[config.mk]
export PLATFORM = sky130hd
export DESIGN_NAME = pulse_stim_gen
export DESIGN_NICKNAME = d
export VERILOG_FILES = /design/src/rtl/esther_trig_pkg.sv /design/src/rtl/stim_chan_out.sv /design/src/rtl/pulse_stim_gen.sv
export SDC_FILE = /design/constraint.sdc
export NUM_CORES = 1
export LEC_CHECK = 0
export BUFFER_PORTS_ARGS = -buffer_cell sky130_fd_sc_hd__clkbuf_2
export CAP_MARGIN = 20
export CORE_MARGIN = 2
export CORE_UTILIZATION = 62
export CTS_CLUSTER_SIZE = 14
export DETAILED_ROUTE_END_ITERATION = 7
export PLACE_DENSITY = 0.9
export SKIP_LAST_GASP = 1
export SLEW_MARGIN = 20
export SYNTH_ARGS = -nofsm -noshare
export SYNTH_HDL_FRONTEND = slang
export SYNTH_HIERARCHICAL = 1
export SYNTH_SLANG_ARGS = --single-unit
[constraint.sdc]
create_clock -name clk -period 8.1 [get_ports clk]
set_input_delay 1.62 -clock clk [delete_from_list [all_inputs] [get_ports clk]]
set_output_delay 1.62 -clock clk [all_outputs]
set_load 0.02 [all_outputs]
[src/rtl/esther_trig_pkg.sv]
// Shared definitions for the trigger chain and its synthetic ADC stimulus source:
// widths, the stimulus FSM state encoding and the saturating sample adder.
package esther_trig_pkg;

   localparam int ADC_DATA_WIDTH = 16;
   localparam int WAIT_WIDTH     = 24;

   // Stimulus FSM state encoding; the register is a plain 3-bit vector so it can be probed directly.
   typedef logic [2:0] stim_state_t;
   localparam stim_state_t ST_IDLE    = 3'd0;
   localparam stim_state_t ST_LEAD    = 3'd1;
   localparam stim_state_t ST_PULSE_A = 3'd2;
   localparam stim_state_t ST_GAP_AB  = 3'd3;
   localparam stim_state_t ST_PULSE_B = 3'd4;
   localparam stim_state_t ST_GAP_BC  = 3'd5;
   localparam stim_state_t ST_PULSE_C = 3'd6;

   function automatic logic [15:0] sat_add16(input logic [15:0] a, input logic [15:0] b);
      logic [16:0] sum;
      sum = {a[15], a} + {b[15], b};
      // The two top bits disagree only when the signed result left the 16-bit range.
      if (sum[16:15] == 2'b01) begin
         return 16'h7FFF;
      end else if (sum[16:15] == 2'b10) begin
         return 16'h8000;
      end else begin
         return sum[15:0];
      end
   endfunction

endpackage

[src/rtl/stim_chan_out.sv]
// One ADC channel output register: picks pulse level or baseline and packs the
// sample twice into the two-samples-per-clock word.
module stim_chan_out #(
   parameter int DW = 16
) (
   input  logic            clk,
   input  logic            rst,
   input  logic            pulse_sel,
   input  logic [DW-1:0]   level,
   input  logic [DW-1:0]   base,
   output logic [2*DW-1:0] data,
   output logic            enable,
   output logic            valid
);

   logic [2*DW-1:0] data_q, data_d;
   logic            enable_q, enable_d;
   logic            valid_q, valid_d;
   logic [DW-1:0]   sample;

   always_comb begin
      sample   = pulse_sel ? level : base;
      data_d   = {sample, sample};
      enable_d = 1'b1;
      valid_d  = 1'b1;
   end

   always_ff @(posedge clk) begin
      if (rst) begin
         data_q   <= '0;
         enable_q <= 1'b0;
         valid_q  <= 1'b0;
      end else begin
         data_q   <= data_d;
         enable_q <= enable_d;
         valid_q  <= valid_d;
      end
   end

   assign data   = data_q;
   assign enable = enable_q;
   assign valid  = valid_q;

endmodule

[src/rtl/pulse_stim_gen.sv]
// Synthetic 4-channel ADC source: baseline plus three timed rectangular pulses on A, B, C.
// Output registers are loaded from the next state, so channel data lines up with state_q.
module pulse_stim_gen #(
   parameter int ADC_DATA_WIDTH = esther_trig_pkg::ADC_DATA_WIDTH,
   parameter int WAIT_WIDTH     = esther_trig_pkg::WAIT_WIDTH
) (
   input  logic                        clk,
   input  logic                        rst,
   input  logic                        start,
   input  logic [ADC_DATA_WIDTH-1:0]   baseline,
   input  logic [ADC_DATA_WIDTH-1:0]   amplitude,
   input  logic [WAIT_WIDTH-1:0]       pulse_width,
   input  logic [WAIT_WIDTH-1:0]       lead_delay,
   input  logic [WAIT_WIDTH-1:0]       delay_ab,
   input  logic [WAIT_WIDTH-1:0]       delay_bc,
   output logic [2*ADC_DATA_WIDTH-1:0] adc_data_a,
   output logic [2*ADC_DATA_WIDTH-1:0] adc_data_b,
   output logic [2*ADC_DATA_WIDTH-1:0] adc_data_c,
   output logic [2*ADC_DATA_WIDTH-1:0] adc_data_d,
   output logic                        adc_enable_a,
   output logic                        adc_enable_b,
   output logic                        adc_enable_c,
   output logic                        adc_enable_d,
   output logic                        adc_valid_a,
   output logic                        adc_valid_b,
   output logic                        adc_valid_c,
   output logic                        adc_valid_d,
   output logic                        busy,
   output logic                        done,
   output logic [2:0]                  dbg_state
);

   import esther_trig_pkg::*;

   localparam logic [WAIT_WIDTH-1:0] CNT_ONE = WAIT_WIDTH'(1);

   stim_state_t                 state_q, state_d;
   logic [WAIT_WIDTH-1:0]       cnt_q, cnt_d;
   logic [WAIT_WIDTH-1:0]       width_q, width_d;
   logic [WAIT_WIDTH-1:0]       gap_ab_q, gap_ab_d;
   logic [WAIT_WIDTH-1:0]       gap_bc_q, gap_bc_d;
   logic [ADC_DATA_WIDTH-1:0]   base_q, base_d;
   logic [ADC_DATA_WIDTH-1:0]   level_q, level_d;
   logic                        busy_q, busy_d;
   logic                        done_q, done_d;
   logic [WAIT_WIDTH-1:0]       width_in;
   logic [ADC_DATA_WIDTH-1:0]   chan_base, chan_level;

   always_comb begin
      width_in = (pulse_width == '0) ? CNT_ONE : pulse_width;
      state_d  = state_q;
      cnt_d    = cnt_q;
      width_d  = width_q;
      gap_ab_d = gap_ab_q;
      gap_bc_d = gap_bc_q;
      base_d   = base_q;
      level_d  = level_q;
      done_d   = 1'b0;

      case (state_q)
         ST_IDLE: begin
            if (start) begin
               width_d  = width_in;
               // A gap is the part of a delay not covered by the preceding pulse.
               gap_ab_d = (delay_ab > width_in) ? delay_ab - width_in : '0;
               gap_bc_d = (delay_bc > width_in) ? delay_bc - width_in : '0;
               base_d   = baseline;
               level_d  = sat_add16(baseline, amplitude);
               if (lead_delay == '0) begin
                  state_d = ST_PULSE_A;
                  cnt_d   = width_in - CNT_ONE;
               end else begin
                  state_d = ST_LEAD;
                  cnt_d   = lead_delay - CNT_ONE;
               end
            end
         end
         ST_LEAD: begin
            if (cnt_q == '0) begin
               state_d = ST_PULSE_A;
               cnt_d   = width_q - CNT_ONE;
            end else begin
               cnt_d = cnt_q - CNT_ONE;
            end
         end
         ST_PULSE_A: begin
            if (cnt_q != '0) begin
               cnt_d = cnt_q - CNT_ONE;
            end else if (gap_ab_q == '0) begin
               state_d = ST_PULSE_B;
               cnt_d   = width_q - CNT_ONE;
            end else begin
               state_d = ST_GAP_AB;
               cnt_d   = gap_ab_q - CNT_ONE;
            end
         end
         ST_GAP_AB: begin
            if (cnt_q == '0) begin
               state_d = ST_PULSE_B;
               cnt_d   = width_q - CNT_ONE;
            end else begin
               cnt_d = cnt_q - CNT_ONE;
            end
         end
         ST_PULSE_B: begin
            if (cnt_q != '0) begin
               cnt_d = cnt_q - CNT_ONE;
            end else if (gap_bc_q == '0) begin
               state_d = ST_PULSE_C;
               cnt_d   = width_q - CNT_ONE;
            end else begin
               state_d = ST_GAP_BC;
               cnt_d   = gap_bc_q - CNT_ONE;
            end
         end
         ST_GAP_BC: begin
            if (cnt_q == '0) begin
               state_d = ST_PULSE_C;
               cnt_d   = width_q - CNT_ONE;
            end else begin
               cnt_d = cnt_q - CNT_ONE;
            end
         end
         ST_PULSE_C: begin
            if (cnt_q == '0) begin
               state_d = ST_IDLE;
               done_d  = 1'b1;
            end else begin
               cnt_d = cnt_q - CNT_ONE;
            end
         end
         default: begin
            state_d = ST_IDLE;
            cnt_d   = '0;
         end
      endcase

      busy_d = (state_d != ST_IDLE);
      // While idle the channels follow the live inputs; this also covers the accepting cycle.
      chan_base  = (state_q == ST_IDLE) ? baseline : base_q;
      chan_level = (state_q == ST_IDLE) ? sat_add16(baseline, amplitude) : level_q;
   end

   always_ff @(posedge clk) begin
      if (rst) begin
         state_q  <= ST_IDLE;
         cnt_q    <= '0;
         width_q  <= '0;
         gap_ab_q <= '0;
         gap_bc_q <= '0;
         base_q   <= '0;
         level_q  <= '0;
         busy_q   <= 1'b0;
         done_q   <= 1'b0;
      end else begin
         state_q  <= state_d;
         cnt_q    <= cnt_d;
         width_q  <= width_d;
         gap_ab_q <= gap_ab_d;
         gap_bc_q <= gap_bc_d;
         base_q   <= base_d;
         level_q  <= level_d;
         busy_q   <= busy_d;
         done_q   <= done_d;
      end
   end

   stim_chan_out #(.DW(ADC_DATA_WIDTH)) u_chan_a (
      .clk(clk), .rst(rst), .pulse_sel(state_d == ST_PULSE_A), .level(chan_level),
      .base(chan_base), .data(adc_data_a), .enable(adc_enable_a), .valid(adc_valid_a)
   );
   stim_chan_out #(.DW(ADC_DATA_WIDTH)) u_chan_b (
      .clk(clk), .rst(rst), .pulse_sel(state_d == ST_PULSE_B), .level(chan_level),
      .base(chan_base), .data(adc_data_b), .enable(adc_enable_b), .valid(adc_valid_b)
   );
   stim_chan_out #(.DW(ADC_DATA_WIDTH)) u_chan_c (
      .clk(clk), .rst(rst), .pulse_sel(state_d == ST_PULSE_C), .level(chan_level),
      .base(chan_base), .data(adc_data_c), .enable(adc_enable_c), .valid(adc_valid_c)
   );
   stim_chan_out #(.DW(ADC_DATA_WIDTH)) u_chan_d (
      .clk(clk), .rst(rst), .pulse_sel(1'b0), .level(chan_level),
      .base(chan_base), .data(adc_data_d), .enable(adc_enable_d), .valid(adc_valid_d)
   );

   assign busy      = busy_q;
   assign done      = done_q;
   assign dbg_state = state_q;

endmodule

# [Word-level counts from Yosys, hierarchy flattened]
# Cells that the tools add are included.
[word_totals] mem_bits_ro=0 out_inout_bits=141 word_cells=83 ff_bits=262 mem_bits_rw=0 mem_count=0 latchBits=0 in_bits=131
[op_classes] mul=0 n_shift=0 n_lt_le_gt_ge=2 addsub=9 n_div=0 n_eq_ne=13 n_mux=32 n_reduce_logical=12 bitwise=1
[op_table] operator="24-bit 2-to-1 mux" n=11
[op_table] operator="24-bit by 1-bit subtractor with 24-bit output, second input constant" n=6
[op_table] operator="24-bit zero test" n=5
[op_table] operator="24-bit one-hot mux with 5 select lines" n=1
[op_table] operator="16-bit 2-to-1 mux" n=7
[op_table] operator="24-bit greater-than comparator" n=2
[op_table] operator="24-bit subtractor" n=2
[op_table] operator="3-bit 2-to-1 mux" n=8
[op_table] operator="24-bit nonzero test" n=1
[op_table] operator="3-bit one-hot mux with 7 select lines" n=1
[op_table] operator="16-bit by 16-bit adder with 17-bit output" n=1
[op_table] operator="3-bit == test, second input constant" n=5
[op_table] operator="3-bit by 2-bit == test with 1-bit output, second input constant" n=3
[op_table] operator="2-bit 2-to-1 mux" n=2
[op_table] operator="2-bit != test, second input constant" n=2
[op_table] operator="2-bit AND reduction" n=2
[op_table] operator="3-bit by 1-bit == test with 1-bit output, second input constant" n=1
[op_table] operator="3-bit zero test" n=1
[op_table] operator="3-bit nonzero test" n=1
[op_table] operator="3-bit OR reduction" n=1
[op_table] operator="2-bit by 1-bit == test with 1-bit output, second input constant" n=1
[op_table] operator="2-bit == test, second input constant" n=1
[op_table] operator="1-bit 2-to-1 mux" n=2
[op_table] operator="2-bit OR reduction" n=1
[op_table] operator="1-bit NOT" n=1

# [Longest topological paths before layout]
# Gate-level depths: netlist of the first run.
[logic_depth] depth_word=6 depth_mapped=17 mapped_depth_nobuf=16

# [Modules after synthesis]
# Netlist of the first run, hierarchy kept.
[by_module_without_submodules] mod="pulse_stim_gen" n_inst=1 cells_per_inst=1654 seq_area_each_um2=2662.6 area_each_um2=11866.4
[by_module_without_submodules] mod="stim_chan_out" n_inst=4 cells_per_inst=71 seq_area_each_um2=340.3 area_each_um2=733.2

# [Worst setup path before layout of the first run]
# Ideal clock, no wire load.
[synth_path] kind="input to register" from="in pulse_width[2]" to="reg gap_ab_q[10]" n_path_buf=2 setup_slack_ns=2.409 setup_ns=0.128 t_arrival_ns=5.563 path_stages=17 t_required_ns=7.972 cell_sequence="or4_1 -> nor3_1 -> nand3_1 -> o21bai_1 -> ha_1 -> inv_1 -> fa_1 -> a21o_1 -> a221oi_1 -> o221ai_1 -> a2111oi_0 -> nor3_1 -> a31o_2 -> clkbuf_1 -> buf_1 -> a22oi_1 -> nor2_1"
[synth_via] elab_chain_cells=4 elab_cells_between_ends=5 classes_between="add/sub: 1; order compare: 1; mux: 2; reduce/logical: 1"
[synth_rtl] item="from (decl)" line="pulse_stim_gen.sv:12" text="input logic [WAIT_WIDTH-1:0] pulse_width,"
[synth_rtl] item="24-bit zero test *" line="pulse_stim_gen.sv:50" text="width_in = (pulse_width == '0) ? CNT_ONE : pulse_width;"
[synth_rtl] item="24-bit 2-to-1 mux *" line="pulse_stim_gen.sv:50"
[synth_rtl] item="via width_in[0]" line="pulse_stim_gen.sv:46" text="logic [WAIT_WIDTH-1:0] width_in;"
[synth_rtl] item="24-bit subtractor or 24-bit greater-than comparator (tied branches)" line="pulse_stim_gen.sv:65" text="gap_ab_d = (delay_ab > width_in) ? delay_ab - width_in : '0;"
[synth_rtl] item="24-bit 2-to-1 mux *" line="pulse_stim_gen.sv:65"
[synth_rtl] item="to (signal assigned)" line="pulse_stim_gen.sv:159" text="gap_ab_q <= gap_ab_d;"
[synth_rtl] item="to (decl)" line="pulse_stim_gen.sv:40" text="logic [WAIT_WIDTH-1:0] gap_ab_q, gap_ab_d;"
# The timed path passes the listed nets; every way through them passes the cells marked *.
# A chain may end at the register's enable or synchronous reset.

# [Worst setup path in the final report of the first run]
[layout_path] from="in pulse_width[14]" to="reg gap_ab_q[21]"
# The elaborated chain is that of the path after synthesis.

==> impl_metrics.py, run 1 <==
metrics = {
    "outcome": {
        "status": "finished, final reports clean",
    },
    "timing": {
        "fin_crit_sh_pct": 79.3,
        "hold_viol_final": 0,
        "max_freq_mhz": 156,
        "fin_crit_ps": 6430,
        "worst_slack_ps": 1670,
        "relSlewSlack_pct": 20.9,
        "worst_slew_pin_slew_ps": 1180,
        "fin_skew_ps": 24.5,
        "finalSetupTns_ps": 0,
        "rsz0062_at_grt": "no",
        "setup-violations-final": 0,
        "slew_viol_final": 0,
    },
    "grt": {
        "met2_usage_pct": 64.5,
        "grt_usage_pct": 37.3,
        "grt.overflow.total": 0,
        "grt_max_degree": 105,
        "grt_pass1_wl_um": 74000,
        "grt_pass1_vias": 14497,
        "grtUsageMet1_pct": 41.7,
        "met3_usage_pct": 6.21,
        "grt_busiest_layer": "met2",
        "antenna_found_initial": 2,
    },
    "worst_setup_path": {
        "slowest_stage": "nor4_1",
        "cp_num_buf_inv": 2,
        "cp_top_family": "compound AO/OA/AOI/OAI gates",
        "path_class": "input port to flop",
        "slowest_delay_ps": 610,
        "arrival_ps": 6830,
        "cp.required_ps": 8500,
        "crit_path_end_kind": "flop",
        "path_cells": "clkbuf_2, or3_1, nor4_1, nand3_1, o21bai_1, ha_1, inv_1, fa_1, a21o_1, a221oi_1, o221ai_1, a2111oi_0, nor3_1, a31o_2, nor2b_1, a22o_1",
        "worstPathMaxFanout": 19,
        "critPathLaunchType": "input port",
    },
    "synthesis": {
        "yosys.area.top_type_share_pct": 27.2,
        "ys_ff_latch": 201,
        "ys_seq_area_share_pct": 27.2,
        "syn_area_um2": 14800,
        "synth_area_leaders": "dfxtp_1, nor2_1, nand2_1, ha_1, a21oi_1",
        "synth.distinct_cells": 90,
        "synth_edf_count": 0,
        "syn_area_per_cell_um2": 7.64,
        "synth.net_count": 2141,
        "syn_inst": 1938,
        "postSynth.asyncResetShare_pct": 0,
        "synth_flop_cell": "dfxtp_1",
        "yosysTopAreaCell": "dfxtp_1",
        "ys_warn_count": 6,
    },
    "clock_tree": {
        "cts_num_sinks": 201,
        "h-tree-depth": 1,
        "ctsResizeCount": 0,
        "clk_pin_slew_ps": 60,
        "cts_tree": "built",
        "cts_hold_buf": 0,
        "cts_buffers": 22,
        "post-cts-setup-buffers": 0,
        "cts-root-buf": "clkbuf_16",
        "clk_path_buf_depth": 3,
        "clk_latency_ps": 530,
    },
    "final_layout": {
        "drive_above_1_share_pct": 17.4,
        "final-seq-area_um2": 4020,
        "layout.nets": 2298,
        "fill_cells": 1907,
        "multi_input_area_um2": 9540,
        "stdcell_count": 2430,
        "area_growth_pct": 11.5,
    },
    "power_and_ir_drop": {
        "max-vdd-ir-drop_uv": 164,
        "leakage_nw": 7.22,
        "powerDensity_nw_per_um2": 212,
    },
    "floorplanning": {
        "num_io_pins": 272,
        "die_x_um": 159,
        "dieHeight_um": 159,
        "num_rows": 56,
        "die_area_um2": 25100,
        "start_util_pct": 63.0,
        "core_um2": 23500,
    },
    "routing": {
        "vias_per_cell": 6.34,
        "vias": 15397,
        "routed_wl_um": 48100,
        "ant_nets": 0,
        "dr.pass1.iters": 7,
        "drt_iter0_drc": 1508,
        "wl_per_cell_um": 19.8,
        "drc_errors": 0,
    },
    "place": {
        "routabilityCongestion": 1.02,
        "dp_cells": 2390,
        "hpwl_um": 36400,
        "pre_cts_ws_ps": 1330,
        "io_buffers": 271,
    },
    "flow_run": {
        "maxCapViolations": 0,
    },
    "hold_path": {
        "min_path_type": "flop to flop",
    },
}
## tightest hold or removal path: cells and delay by family, from the launching register on
kind	cells	cell delay [ps]
AOI/OAI and AO/OA	1	50
and+or+nand+nor	1	50
DFF	1	310
## cell families after synthesis
| kind of cell | Yosys count | share of synthesized area, % |
|---|---|---|
| fa+ha+maj | 78 | 6.65 |
| flops | 201 | 27.2 |
| simple gates | 736 | 23.2 |
| buf+inv | 226 | 8.51 |
| compound gates | 494 | 21.9 |
| mux | 68 | 4.61 |
| other cells | 1 | 0.0253 |
| xor+xnor | 134 | 7.93 |
## synthesized netlist by cell type, types with 6 or more instances
| cell | count |
|---|---|
| a221oi_1 | 6 |
| nand2b_1 | 7 |
| dfxtp_1 | 201 |
| a22o_1 | 14 |
| a22oi_2 | 10 |
| nand4_1 | 21 |
| o22ai_1 | 16 |
| nor4_1 | 32 |
| a22oi_1 | 31 |
| o211ai_1 | 6 |
| nor3_1 | 70 |
| maj3_1 | 6 |
| and3_1 | 9 |
| o21ai_1 | 6 |
| clkbuf_1 | 52 |
| a211oi_1 | 37 |
| or3_1 | 26 |
| nor2_1 | 241 |
| nor2b_1 | 7 |
| a21o_1 | 28 |
| o31ai_1 | 8 |
| or4_1 | 19 |
| nand2_1 | 235 |
| buf_4 | 70 |
| or2_2 | 7 |
| nand4b_1 | 8 |
| a31oi_1 | 17 |
| xor2_1 | 46 |
| o21a_1 | 9 |
| a21oi_1 | 156 |
| buf_6 | 8 |
| mux2i_1 | 67 |
| nand3_1 | 22 |
| ha_1 | 69 |
| inv_1 | 68 |
| xnor2_1 | 88 |
| o21ai_0 | 83 |
| o21bai_1 | 6 |
| buf_2 | 18 |
## through the flow
stage | utilization [%] | hold WS [ps] | power (mW) | instance area [um^2]
floorplan | - | 437 | 2.09 | 14800
global placement | 66.9 | 441 | 2.36 | 15700
detailed placement | 66.9 | 447 | 2.39 | 15700
CTS | 70.2 | 455 | 3.46 | 16500
global route | 70.3 | 471 | 3.65 | 16500
finish | 70.3 | 456 | 3.49 | 16500
## where the power goes
group          leakage, nW  internal, mW  switching [mW]  total (mW)
logic                 5.19         0.460           0.789        1.25
registers             1.66          1.08          0.0837        1.16
clock network        0.375         0.654           0.424        1.08
total                 7.22          2.19            1.30        3.49
## flip-flops by register name, indices dropped and copies added, names as in the netlist
register and flops:
base_q 16, busy 1, cnt_q 24, dbg_state 3, done 1, gap_ab_q 24, gap_bc_q 24, level_q 16
u_chan_a/data 16, u_chan_a/valid 1, u_chan_b/data 16, u_chan_b/valid 1, u_chan_c/data 16, u_chan_c/valid 1, u_chan_d/data 16, u_chan_d/valid 1
width_q 24
## layout by cell type, fill, tap and decap left out, types with 46 or more instances in the layout
cell type and count:
nand2_1 234, mux2i_1 67, xor2_1 46, xnor2_1 88, clkbuf_2 270, dfxtp_1 201
a21oi_1 156, o21ai_0 83, nor3_1 69, inv_1 68, ha_1 69, nor2_1 240
## area by class of cell
| type | count | area share (%) |
|---|---|---|
| Antenna cell | 2 | 0.0303 |
| Clock buffer | 27 | 3.63 |
| Clock inverter | 11 | 1.06 |
| Inverter | 70 | 1.59 |
| Multi-Input combinational cell | 1511 | 57.8 |
| Sequential cell | 201 | 24.4 |
| Tap cell | 319 | 2.42 |
| Timing Repair Buffer | 289 | 9.06 |
## final timing paths
| kind | slack, ps | start | to | cells after the start |
|---|---|---|---|---|
| worst min register to register | 460 | base_q[9] | base_q[9] | 2 |
| worst max register to register | 3200 | gap_ab_q[0] | u_chan_a/data[21] | 11 |
| worst min-delay path | 460 | base_q[9] | base_q[9] | 2 |
| worst max-delay path | 1670 | pulse_width[14] | gap_ab_q[21] | 16 |
## layer usage
metal,share of wire (%),vias up
li1,-,7200
met5,0,-
met3,7.4,231
met4,8.1,0
met1,37,7108
met2,47,858
Power figures use the tool's default switching activity.
==> run 2, diff against run 1 <==
ABC_AREA = 1   (was unset)
CORE_UTILIZATION = 53   (was 62)
PLACE_DENSITY = 0.81   (was 0.9)
clock period = 5.6 ns   (was 8.1 ns; I/O delays follow)
==> run 2 against run 1 <==
Net effect:
- flip-flop and latch count unchanged
- non-clock buffer count down 6
- via count rose by 20%
- first-iteration DRC count increased by 13%
- highest routed layer unchanged
==> impl_metrics.py, run 2 <==
metrics = {
    "flow_run": {
        "maxCapViolations": 0,
    },
    "place": {
        "dp_cells": 3295,
        "hpwl_um": 46500,
        "io_buffers": 271,
        "placed_area_um2": 17700,
        "pre_cts_ws_ps": 1300,
        "routabilityCongestion": 0.992,
    },
    "worst_setup_path": {
        "path_cells": "clkbuf_2, ha_1, fa_1, nand3_1, nand2_1, nand2_1, a21oi_2, nand3_1, nand2_1, nand4_1, nand3_1, nand2_1, nand2_1, a31oi_1, inv_1, nand2_1, nand2_1, nor2_1",
        "worstPathMaxFanout": 30,
        "crit_path_end_kind": "flop",
        "cpMostUsedCell": "nand2_1",
        "rr_endpoint": "u_chan_c/data[18]",
        "slowest_stage": "nand2_1",
        "cp_num_buf_inv": 2,
        "r2r_slack_ps": 2230,
        "cp.required_ps": 6050,
        "reg2reg_from": "cnt_q[0]",
        "path_class": "input port to flop",
        "critPathLaunchType": "input port",
        "reg2regPathDepth": 18,
        "arrival_ps": 4340,
        "slowest_delay_ps": 600,
        "cp_top_family": "simple AND/OR/NAND/NOR gates",
    },
    "synthesis": {
        "synthAdderAreaFrac_pct": 5.51,
        "yosysMostFrequentCell": "nand2_1",
        "yosysTopAreaCell": "dfxtp_1",
        "ys_ff_latch": 201,
        "synth_compound_area_share_pct": 15.1,
        "ys_seq_area_share_pct": 24.0,
        "ys_warn_count": 6,
        "syn_area_per_cell_um2": 6.08,
        "synth_commonest_cells": "nand2_1, nor2_1, inv_1, dfxtp_1, a21oi_1",
        "synth-simple-area-share_pct": 36.6,
        "synthMuxAreaShare_pct": 0,
        "synth_xor_area_share_pct": 5.48,
        "synth_edf_count": 0,
        "syn_area_um2": 16800,
        "synth.distinct_cells": 61,
        "synth_area_leaders": "dfxtp_1, nand2_1, nor2_1, inv_1, a21oi_1",
        "syn_inst": 2760,
        "yosys.area.top_type_share_pct": 24.0,
        "synth_top_family_by_area": "simple AND/OR/NAND/NOR gates",
        "synth_flop_cell": "dfxtp_1",
        "postSynth.asyncResetShare_pct": 0,
    },
    "clock_tree": {
        "clk_latency_ps": 520,
        "post-cts-setup-buffers": 0,
        "clk_pin_slew_ps": 60,
        "cts-root-buf": "clkbuf_16",
        "ctsResizeCount": 0,
        "clk_path_buf_depth": 3,
        "cts_tree": "built",
        "cts_hold_buf": 0,
        "cts_num_sinks": 201,
        "cts_buffers": 22,
        "h-tree-depth": 1,
    },
    "grt": {
        "grt_usage_pct": 34.6,
        "grt.overflow.total": 0,
        "grt_pass1_vias": 16988,
        "grt_pass1_wl_um": 91100,
        "grt_max_degree": 83,
        "antenna_found_initial": 0,
    },
    "power_and_ir_drop": {
        "leakage_nw": 9.57,
        "powerDensity_nw_per_um2": 282,
        "max-vdd-ir-drop_uv": 154,
        "totalPowerFinal_mw": 5.22,
    },
    "timing": {
        "slew_viol_final": 0,
        "rsz0062_at_grt": "no",
        "setup-violations-final": 0,
        "fin_crit_ps": 3890,
        "max_freq_mhz": 257,
        "fin_skew_ps": 17.9,
        "hold_viol_final": 0,
        "hold-worst-slack_ps": 449,
        "fin_crit_sh_pct": 69.5,
        "worst_slack_ps": 1710,
        "worst_slew_pin_slew_ps": 1060,
        "relSlewSlack_pct": 29.4,
        "finalSetupTns_ps": 0,
    },
    "hold_path": {
        "min_from": "base_q[13]",
        "worstHoldPathCells": 2,
        "min_to": "base_q[13]",
        "min_path_type": "flop to flop",
    },
    "routing": {
        "drc_errors": 0,
        "drt_iter0_drc": 1697,
        "dr.pass1.iters": 6,
        "wl_per_cell_um": 17.7,
        "routed_wl_um": 59100,
        "vias": 18492,
        "ant_nets": 0,
        "vias_per_cell": 5.54,
    },
    "floorplanning": {
        "num_io_pins": 272,
        "die_x_um": 182,
        "die_area_um2": 33100,
        "num_rows": 65,
        "start_util_pct": 53.4,
        "dieHeight_um": 182,
        "core_um2": 31400,
    },
    "final_layout": {
        "most-common-layout-cells": "nand2_1, nor2_1, inv_1, clkbuf_2, dfxtp_1",
        "layout.nets": 3120,
        "finalInstanceArea_um2": 18500,
        "stdcell_count": 3335,
        "diodes": 0,
        "final_common_cell": "nand2_1",
        "drive_above_1_share_pct": 13.9,
        "finish.utilization_pct": 58.9,
        "area_growth_pct": 10.3,
    },
    "outcome": {
        "status": "finished, final reports clean",
    },
}
[run 2: changes by cell type in the layout (fill, tap and decap cells not counted), sizes merged, moves of 28 or more]
cell / change
mux2i: -67
nor4: -28
inv: +243
a22oi: -35
a211oi: -32
a21oi: +38
nor3: -58
xnor2: -57
nor2: +221
o21ai: +56
nand2: +487
nand3: +162
[run 2: cell families after synthesis]
logic type,count (synthesis)
AOI/OAI and AO/OA,448
and+or+nand+nor,1464
adders and majority gates,72
xor gates and xnor gates,104
buffers and inverters,470
other,1
DFF,201
[run 2: layout make-up]
type                            count  area, um^2
Multi-Input combinational cell   2093       10500
Inverter                          316        1190
Fill cell                        3177       12900
Sequential cell                   201        4020
Timing Repair Buffer              283        1450
Clock inverter                     12         159
Clock buffer                       28         623
Tap cell                          402         503
[run 2: worst register-to-register path, delay by kind of cell, from the launching register on]
| family | cells | cell delay, ps |
|---|---|---|
| AND/OR/NAND/NOR | 10 | 1540 |
| buffers and inverters | 5 | 890 |
| flip-flops | 1 | 330 |
| AO/OA/AOI/OAI | 2 | 290 |
| adder cells (fa/ha/maj) | 1 | 240 |
[run 2: how the worst max path moves through the flow]
stage	startpoint	endpoint	slack (ps)	cells after the start
2_1_floorplan	pulse_width[0]	gap_bc_q[18]	2080	21
3_3_place_gp	baseline[0]	u_chan_b/data[21]	1360	18
3_5_place_dp	baseline[0]	u_chan_a/data[29]	1300	18
4_1_cts	baseline[0]	u_chan_c/data[18]	1780	18
5_1_grt	baseline[0]	u_chan_c/data[23]	1420	18
6_report	baseline[0]	u_chan_c/data[18]	1710	18
[run 2: power by group]
part	internal (mW)	total (mW)	switching (mW)
logic	0.631	2.02	1.39
clock network	0.930	1.54	0.607
registers	1.55	1.66	0.113
total	3.11	5.22	2.11
[run 2: layer usage]
metal	up-vias	GRT usage (%)	part of all wire (%)	routed length, um
met3	169	5.35	7.9	4640
met4	0	17.1	5.2	3080
li1	9087	-	-	-
met2	870	61.3	47	28000
met5	-	0	0	0
met1	8366	40.7	40	23400
==> run 3, diff against run 2 <==
clock period = 3.5 ns   (was 5.6 ns; I/O delays follow)
==> run 3 against run 2 <==
Net effect:
- sequential power up 60%
- global-route usage down 0.28 points
- largest cell class unchanged
- first-iteration DRC count up 10%
- flip-flop and latch count unchanged
- wire length down 1.3%
- worst setup slack worse by 1300 ps
- die area unchanged
- power up 57%
- cell count up 1.3%
- non-clock buffer count up 45
- sequential share of layout area down 0.37 points
- clock skew down 5.0 ps
==> impl_metrics.py, run 3 (synthesis results as in run 2) <==
metrics = {
    "worst_setup_path": {
        "arrival_ps": 3510,
        "cpMostUsedCell": "nor2_1",
        "slowest_delay_ps": 360,
        "slowest_stage": "dfxtp_1",
        "worstPathMaxFanout": 32,
        "path_class": "flop to flop",
        "crit_path_end_kind": "flop",
        "cp.required_ps": 3920,
        "path_cells": "inv_1, ha_1, nand3_2, nor2_4, nand3_2, nor2_4, inv_2, o21ai_2, nand2_1, nor2_1, o22ai_1, inv_1, o21ai_0, nor2_2, buf_12, nor2_1, nor2_1",
        "cp_top_family": "simple AND/OR/NAND/NOR gates",
        "cp_num_buf_inv": 4,
        "critPathLaunchType": "flop",
    },
    "final_layout": {
        "drive_above_1_share_pct": 15.1,
        "final-seq-area_um2": 4020,
        "diodes": 0,
        "most-common-layout-cells": "nand2_1, nor2_1, inv_1, clkbuf_2, dfxtp_1",
        "layout.nets": 3165,
        "final_common_cell": "nand2_1",
        "fill_cells": 3139,
        "multi_input_area_um2": 10500,
        "area_growth_pct": 12.2,
        "stdcell_count": 3378,
    },
    "floorplanning": {
        "die_x_um": 182,
        "die_area_um2": 33100,
        "num_rows": 65,
        "dieHeight_um": 182,
        "start_util_pct": 53.4,
        "num_io_pins": 272,
        "core_um2": 31400,
    },
    "clock_tree": {
        "ctsResizeCount": 0,
        "cts_buffers": 22,
        "cts_tree": "built",
        "cts_num_sinks": 201,
        "cts-root-buf": "clkbuf_16",
        "clk_path_buf_depth": 3,
        "post-cts-setup-buffers": 0,
        "clk_pin_slew_ps": 60,
        "h-tree-depth": 1,
        "cts_hold_buf": 0,
        "clk_latency_ps": 520,
    },
    "grt": {
        "antenna_found_initial": 0,
        "grt_max_degree": 78,
        "grt_pass1_wl_um": 90500,
        "grt_usage_pct": 34.3,
        "grt_pass1_vias": 17232,
        "grt.overflow.total": 0,
    },
    "timing": {
        "fin_skew_ps": 12.8,
        "hold_viol_final": 0,
        "setup-violations-final": 0,
        "relSlewSlack_pct": 41.6,
        "max_freq_mhz": 324,
        "fin_crit_sh_pct": 88.3,
        "finalSetupTns_ps": 0,
        "worst_slew_pin_slew_ps": 872,
        "fin_crit_ps": 3090,
        "rsz0062_at_grt": "no",
        "slew_viol_final": 0,
    },
    "routing": {
        "drc_errors": 0,
        "drt_iter0_drc": 1868,
        "maxUsedRoutingLayer": "met4",
        "dr.pass1.iters": 7,
        "route.met3.wl_um": 4780,
        "drt-met1-wl_um": 23000,
        "vias_per_cell": 5.53,
        "vias": 18674,
        "wl_per_cell_um": 17.3,
        "ant_nets": 0,
        "dr_wl_met2_um": 27300,
        "routed_wl_um": 58300,
    },
    "hold_path": {
        "min_path_type": "flop to flop",
    },
    "place": {
        "io_buffers": 271,
        "hpwl_um": 46400,
        "routabilityCongestion": 0.968,
        "dp_cells": 3340,
    },
    "power_and_ir_drop": {
        "leakage_nw": 9.78,
        "max-vdd-ir-drop_uv": 249,
        "powerDensity_nw_per_um2": 437,
    },
    "flow_run": {
        "maxCapViolations": 0,
    },
    "outcome": {
        "status": "finished, final reports clean",
    },
}
==> run 3: cell count changes in the layout (fill, tap and decap cells not counted), moves of 2 or more <==
cell,previous run,this run
bufinv_16,3,1
buf_4,12,52
buf_12,0,5
clkbuf_1,1,3
clkinv_2,4,6
clkinvlp_4,2,0
clkinv_4,2,0
==> run 3: final cells by class <==
type                    count  area share [%]
multi-input cells        2093            56.0
flip-flops and latches    201            21.4
repair buffers            328            9.82
inverters                 316            6.31
clock buffers              30            3.35
well taps                 402            2.67
clock inverters             8           0.406
==> run 3: per-stage QoR <==
step                      power [mW]  utilization (%)  hold WS, ps  setup slack [ps]  instance area [um^2]
after floorplan                 4.99                -          425               405                 16800
after global placement          5.84             57.6          435              80.6                 18100
after detailed placement        5.88             57.7          439              2.80                 18100
after CTS                       8.15             59.9          448               455                 18800
after global routing            8.68             59.9          457               206                 18800
final                           8.21             59.9          447               411                 18800
==> run 3: report_power, final <==
part	leakage, nW	switching [mW]	total (mW)	internal (mW)
logic	7.77	2.20	3.27	1.07
clock network	0.355	0.948	2.28	1.33
registers	1.66	0.183	2.66	2.48
total	9.78	3.33	8.21	4.88
==> run 3: final timing paths <==
path	from	cells past startpoint	endpoint	slack, ps
worst min-delay path	base_q[10]	2	base_q[10]	450
worst max-delay path	gap_ab_q[0]	17	u_chan_c/data[28]	410
worst max register to register	gap_ab_q[0]	17	u_chan_c/data[28]	410
worst min register to register	base_q[10]	2	base_q[10]	450
==> run 3: metal layers <==
layer,GRT usage (%),up-vias
li1,-,9168
met2,59.7,877
met1,41.1,8448
met4,17.3,0
met3,5.40,181
met5,0,-
==> run 3: worst reg2reg max path, stage by stage, from the launching register on <==
cell and delay [ps]:
dfxtp_1 360, inv_1 140, ha_1 280, nand3_2 160
nor2_4 150, nand3_2 110, nor2_4 230, inv_2 180
o21ai_2 160, nand2_1 60, nor2_1 90, o22ai_1 130
inv_1 120, o21ai_0 160, nor2_2 170, buf_12 210
nor2_1 80, nor2_1 200
